<file path="src/rtl/axis_peak_detector_pkg.sv">
// Shared record layout, FSM encoding and default widths for the peak detector.
package peak_pkg;
  localparam int EOF_BIT    = 31;
  localparam int IDX_LSB    = 16;
  localparam int VAL_LSB    = 0;
  localparam int FLD_W      = 15;
  localparam int VAL_W      = 16;
  localparam int DEF_DATA_W = 16;
  localparam int DEF_IDX_W  = 15;

  typedef enum logic [1:0] {
    EMPTY = 2'd0,
    ONE   = 2'd1,
    RUN   = 2'd2
  } state_t;

  function automatic logic [31:0] make_rec(input logic eof, input logic [FLD_W-1:0] fld,
                                           input logic [VAL_W-1:0] val);
    logic [31:0] r;
    r = '0;
    r[EOF_BIT]            = eof;
    r[IDX_LSB +: FLD_W]   = fld;
    r[VAL_LSB +: VAL_W]   = val;
    return r;
  endfunction
endpackage

</file>
<file path="src/rtl/axis_peak_detector_axis_out_reg.sv">
// One-entry AXI4-Stream output register; accepts a new word whenever the slot is empty or draining.
module axis_out_reg (
  input  logic        clk,
  input  logic        rst,
  input  logic        in_valid,
  output logic        in_ready,
  input  logic [31:0] in_data,
  input  logic        in_last,
  output logic        out_valid,
  input  logic        out_ready,
  output logic [31:0] out_data,
  output logic        out_last
);
  assign in_ready = !out_valid || out_ready;

  always_ff @(posedge clk) begin
    if (rst) begin
      out_valid <= 1'b0;
      out_data  <= '0;
      out_last  <= 1'b0;
    end else if (in_ready) begin
      out_valid <= in_valid;
      if (in_valid) begin
        out_data <= in_data;
        out_last <= in_last;
      end
    end
  end
endmodule

</file>
<file path="src/rtl/axis_peak_detector.sv">
// Scans a sample frame for local maxima above a runtime threshold and emits
// one record per peak plus an end-of-frame record when the last beat is not a peak.
module axis_peak_detector
  import peak_pkg::*;
#(
  parameter int DATA_W = DEF_DATA_W,
  parameter int IDX_W  = DEF_IDX_W
) (
  input  logic        clk,
  input  logic        rst,
  input  logic [31:0] threshold_in,
  input  logic        threshold_valid,
  input  logic        s_axis_tvalid,
  output logic        s_axis_tready,
  input  logic [31:0] s_axis_tdata,
  input  logic        s_axis_tlast,
  output logic        m_axis_tvalid,
  input  logic        m_axis_tready,
  output logic [31:0] m_axis_tdata,
  output logic        m_axis_tlast
);
  state_t             state, state_nx;
  logic signed [31:0] thr_q, prev1, prev2, sample;
  logic [IDX_W-1:0]   idx1, cnt;
  logic               accept, peak, rec_valid;
  logic [31:0]        rec_data;
  logic               unused_bits;

  assign unused_bits = ^s_axis_tdata[31:DATA_W];
  assign sample = {{(32-DATA_W){s_axis_tdata[DATA_W-1]}}, s_axis_tdata[DATA_W-1:0]};
  assign accept = s_axis_tvalid && s_axis_tready;

  // prev1 only has both neighbours once the window is full (RUN)
  assign peak = (state == RUN) && (prev1 > thr_q) && (prev1 > prev2) && (prev1 >= sample);

  always_comb begin
    state_nx = state;
    if (accept) begin
      if (s_axis_tlast) state_nx = EMPTY;
      else begin
        case (state)
          EMPTY:   state_nx = ONE;
          default: state_nx = RUN;
        endcase
      end
    end
  end

  assign rec_valid = accept && (peak || s_axis_tlast);
  assign rec_data  = peak ? make_rec(1'b0, FLD_W'(idx1), prev1[VAL_W-1:0])
                          : make_rec(1'b1, FLD_W'(cnt), '0);

  always_ff @(posedge clk) begin
    if (rst) begin
      state <= EMPTY;
      thr_q <= '0;
      prev1 <= '0;
      prev2 <= '0;
      idx1  <= '0;
      cnt   <= '0;
    end else begin
      state <= state_nx;
      if (threshold_valid) thr_q <= threshold_in;
      if (accept) begin
        prev2 <= prev1;
        prev1 <= sample;
        if (s_axis_tlast || state == EMPTY) idx1 <= '0;
        else                                idx1 <= idx1 + IDX_W'(1);
        if (s_axis_tlast)                   cnt <= '0;
        else if (peak && cnt != '1)         cnt <= cnt + IDX_W'(1);
      end
    end
  end

  axis_out_reg u_out (
    .clk       (clk),
    .rst       (rst),
    .in_valid  (rec_valid),
    .in_ready  (s_axis_tready),
    .in_data   (rec_data),
    .in_last   (s_axis_tlast),
    .out_valid (m_axis_tvalid),
    .out_ready (m_axis_tready),
    .out_data  (m_axis_tdata),
    .out_last  (m_axis_tlast)
  );
endmodule

</file>
<file path="config.mk">
export PLATFORM = sky130hd
export DESIGN_NAME = axis_peak_detector
export DESIGN_NICKNAME = d
export VERILOG_FILES = /design/src/rtl/axis_peak_detector_pkg.sv /design/src/rtl/axis_peak_detector_axis_out_reg.sv /design/src/rtl/axis_peak_detector.sv
export SDC_FILE = /design/constraint.sdc
export NUM_CORES = 1
export LEC_CHECK = 0
export ABC_AREA = 0
export CORE_UTILIZATION = 50
export DETAILED_ROUTE_END_ITERATION = 8
export HOLD_SLACK_MARGIN = 0.15
export PLACE_DENSITY = 0.75
export RECOVER_POWER = 100
export SLEW_MARGIN = 30
export SYNTH_ARGS = -nofsm -noshare
export SYNTH_HDL_FRONTEND = slang
export SYNTH_SLANG_ARGS = --single-unit
</file>
<file path="constraint.sdc">
create_clock -name clk -period 2.9 [get_ports clk]
set_input_delay 0.58 -clock clk [delete_from_list [all_inputs] [get_ports clk]]
set_output_delay 0.58 -clock clk [all_outputs]
set_load 0.1 [all_outputs]
</file>
==> flow_summary.yaml <==
outcome:
  outcome: "finished, violations left"
  failed_checks: "DRC, capacitance limit, slew limit"
global_route:
  global_route.usage.total_pct: 26.7
  grt_first_pass_wirelength_um: 30900
  initial_antenna_violation_count: 0
  first_global_vias: 6313
  globalRouteOverflowTotal: 0
  grt_start_max_net_pins: 95
detailed_routing:
  detail_route.first_pass.iterations: 7
  vias_per_cell: 5.83
  via_count: 6826
  post_route_wl_um: 19800
  drt_drc_violations_left: 1
  drt.antenna.violating_nets: 0
  wl_per_cell_um: 16.9
  drt_iter0_markers: 606
finish:
  filler_cell_count: 1063
  multi_input_area_um2: 4350
  layout-drive-gt1-share_pct: 18.7
  area_growth_syn_to_layout_pct: 31.8
  antenna_cells: 0
  final_core_utilization_pct: 67.5
  final-seq-area_um2: 2630
  final_nets: 1114
critical_path:
  timing.critical_path.cells: "dlygate4sd2_1, inv_1, ha_4, nand2_1, or3_4, a211oi_4, buf_4, o31ai_4, nor3b_4, buf_4, and4_4, buf_12, buf_4, a211oi_2, nor4_2"
  cp.depth: 15
  worst-path-buf-inv: 6
  worst_r2r_startpoint: "prev1[9]"
  critical_path.top_delay_family: "buffers and inverters"
  worst_ep_arrival_time_ns: 3.18
  crit_path_end_kind: "register"
  crit_type: "in2reg"
  startpoint_type: "input pin"
  max_stage_delay_ns: 0.42
  rrSetupSlack_ns: 0.04
  reg2reg_to: "u_out.out_data[30]"
  critPathMostFrequentCell: "sky130_fd_sc_hd__buf_4"
  crit_path_max_fanout: 13
  required_ns: 3.20
  worst-r2r-cell-count: 14
  critical-path-slowest-cell: "sky130_fd_sc_hd__or3_4"
logic_synthesis:
  mappedNetlistNets: 1004
  synth_ff_type: "sky130_fd_sc_hd__dfxtp_1"
  synth_cells: 868
  ys.warnings.count: 0
  share_of_synthesized_area_occupied_by_flip_flops_and_latches_pct: 36.8
  synth.top_cells.by_area: "sky130_fd_sc_hd__dfxtp_1 37%, sky130_fd_sc_hd__ha_1 12%, sky130_fd_sc_hd__a21oi_1 5.8%"
  synthesis.area_per_instance_um2: 8.16
  netlist_area_um2: 7080
  register_bit_count_reported_by_yosys: 130
  synth-edff-count: 0
  synth_async_sr_flop_share_pct: 0
  yosysUniqueCellTypes: 54
  netlist.area_leader.share_pct: 36.8
  synth_largest_area_cell: "sky130_fd_sc_hd__dfxtp_1"
sta:
  totalNegativeSetupSlack_ns: 0
  worst_max_slew_pin_slew_ns: 2.32
  min_period_over_period_pct: 99.5
  fmax_ghz: 0.347
  finalWorstPathRequiredPeriod_ns: 2.88
  rel_slew_slack_pct: -54.4
  final_hold_viol_count: 0
  grt_setup_unrepaired: "yes"
  finClkSkew_ns: 0.00741
  setup_violations: 0
  final_max_slew_viol_count: 33
floorplanning:
  start_util_pct: 51.2
  floorplan.core_area_um2: 13800
  die_x_um: 121
  floorplan.die.height_um: 121
  full_die_area_um2: 14600
  floorplan.rows: 43
  top_level_ports: 105
clock_network:
  path_clk_slew_ns: 0.05
  clockBufferDepth: 2
  cts.sink_count: 130
  total_cts_buffers: 17
  cts-htree-levels: 4
  insertion_delay_ns: 0.42
  tritoncts_clock_tree: "built"
  cts.root.buffer_cell: "sky130_fd_sc_hd__clkbuf_16"
  quantity_of_hold_fixing_buffers_added_after_cts: 0
placed_design:
  number_of_input_and_output_port_buffers_inserted: 88
  detailedPlacementHpwl_um: 12400
  place_congestion: 0.872
job:
  max_cap_violations: 1
power_and_ir_drop:
  totalPowerFinal_mw: 4.93
  ir_drop_uv: 466
  cellLeakagePower_nw: 3.57
  netSwitchingFraction_pct: 27.5
  p_per_area_nw_per_um2: 528
  power.sequential.fraction_pct: 38.8
  switching_power_mw: 1.35
  pwr-share-comb_pct: 17.2
  p_clk_share_pct: 44.0
  cellInternalPower_mw: 3.57
min_path:
  worst_hold_path.num_cells: 3
  min_delay_worst_endpoint: "prev1[12]"
  hold_class: "in2reg"
  timing.hold.worst.start: "s_axis_tdata[12]"
-- power by group through the flow --
stage / Sequential [mW] / Clock, mW / Combinational, mW
after global routing: 1.92 / 2.28 / 0.921
after CTS: 1.91 / 2.19 / 0.797
after global placement: 1.94 / 0 / 0.738
after detailed placement: 1.94 / 0 / 0.751
after floorplan: 2.05 / 0 / 0.386
final: 1.91 / 2.17 / 0.848
-- timing repair --
action / CTS / global route
cloned: 1 / 1
endpoints found under the setup margin: 49 / 44
buffers inserted: 10 / 2
resized for setup: 74 / 47
pin swaps: 28 / 18
-- logic make-up (layout without fill, tap and decap cells) --
kind of cell / Yosys count / in the layout / synth area share [%]
simple gates: 322 / 322 / 21.7
mux: 34 / 34 / 4.82
buf+inv: 126 / 248 / 7.86
compound gates: 190 / 190 / 17.2
flops: 130 / 130 / 36.8
fa+ha+maj: 66 / 66 / 11.7
-- synth_stat cells (all sizes together) (2+ instances only) --
cell / count
a211oi: 22
a21o: 5
a21oi: 82
a22oi: 2
a311oi: 10
a31o: 2
a31oi: 4
a41oi: 2
and3: 5
and4: 2
buf: 22
clkbuf: 35
dfxtp: 130
ha: 66
inv: 69
mux2i: 33
nand2: 105
nand2b: 5
nand3: 36
nand4: 21
nor2: 71
nor2b: 4
nor3: 41
nor4: 19
o211ai: 27
o21ai: 19
o31ai: 6
or2: 3
or3: 4
or4: 3
-- through the flow --
stage	std cells	setup WS [ns]	hold slack, ns	area [µm²]
final	1170	0.0153	0.405	9330
after global routing	1170	-0.0454	0.413	9330
after CTS	1167	0.000450	0.419	9210
after detailed placement	1125	-0.706	0.448	8260
after global placement	1125	-0.633	0.442	8260
after floorplan	868	0.00560	0.436	7080
-- layer usage --
metal | track usage (%) | vias up | share of wire [%]
met4 | 12.3 | 0 | 2.6
met3 | 6.44 | 48 | 6.5
met1 | 36.0 | 3218 | 44
met2 | 40.1 | 243 | 46
met5 | 0 | - | 0
li1 | - | 3317 | -
-- how the worst max path moves through the flow --
stage / from / to / slack [ns]
2_1_floorplan: u_out.out_valid / idx1[5] / 0.006
3_3_place_gp: s_axis_tdata[15] / cnt[7] / -0.63
3_5_place_dp: s_axis_tdata[15] / cnt[7] / -0.71
4_1_cts: prev1[15] / u_out.out_data[5] / 0.0005
5_1_grt: s_axis_tdata[11] / u_out.out_data[30] / -0.05
6_report: s_axis_tdata[11] / u_out.out_data[30] / 0.02
-- cells in the final DEF (no fill, tap or decap), types with 12 or more instances in the layout --
cell type	Yosys	final
sky130_fd_sc_hd__nand3_1	36	35
sky130_fd_sc_hd__a21oi_1	82	75
sky130_fd_sc_hd__o211ai_1	27	27
sky130_fd_sc_hd__clkbuf_16	0	19
sky130_fd_sc_hd__nand2_1	105	104
sky130_fd_sc_hd__ha_4	0	20
sky130_fd_sc_hd__mux2i_1	33	33
sky130_fd_sc_hd__clkbuf_1	35	36
sky130_fd_sc_hd__inv_1	69	62
sky130_fd_sc_hd__nor3_1	40	37
sky130_fd_sc_hd__a211oi_1	20	17
sky130_fd_sc_hd__clkdlybuf4s50_1	0	35
sky130_fd_sc_hd__buf_4	2	43
sky130_fd_sc_hd__nand4_1	20	20
sky130_fd_sc_hd__ha_1	66	46
sky130_fd_sc_hd__dfxtp_1	130	116
sky130_fd_sc_hd__nor2_1	71	71
sky130_fd_sc_hd__o21ai_0	18	17
sky130_fd_sc_hd__nor4_1	16	12
-- layout make-up --
| type | instances | area share [%] |
|---|---|---|
| sequential | 130 | 28.2 |
| multi-input combinational | 612 | 46.6 |
| clock inverter | 10 | 1.44 |
| inverter | 69 | 2.78 |
| tap | 180 | 2.41 |
| timing repair buffer | 148 | 13.6 |
| clock buffer | 21 | 4.94 |
-- sequential cells by signal, summed over array words and instances, names as in the netlist --
register         count
thr_q               32
u_out.out_valid      1
cnt                 15
state                2
u_out.out_data      32
u_out.out_last       1
prev2               16
idx1                15
prev1               16
-- tightest hold or removal path: cells and delay by family --
family / cells / cell delay (ns)
AO/OA/AOI/OAI: 1 / 0.05
buffers and inverters: 1 / 0.09
AND/OR/NAND/NOR: 1 / 0.05
Power figures use the tool's default switching activity.
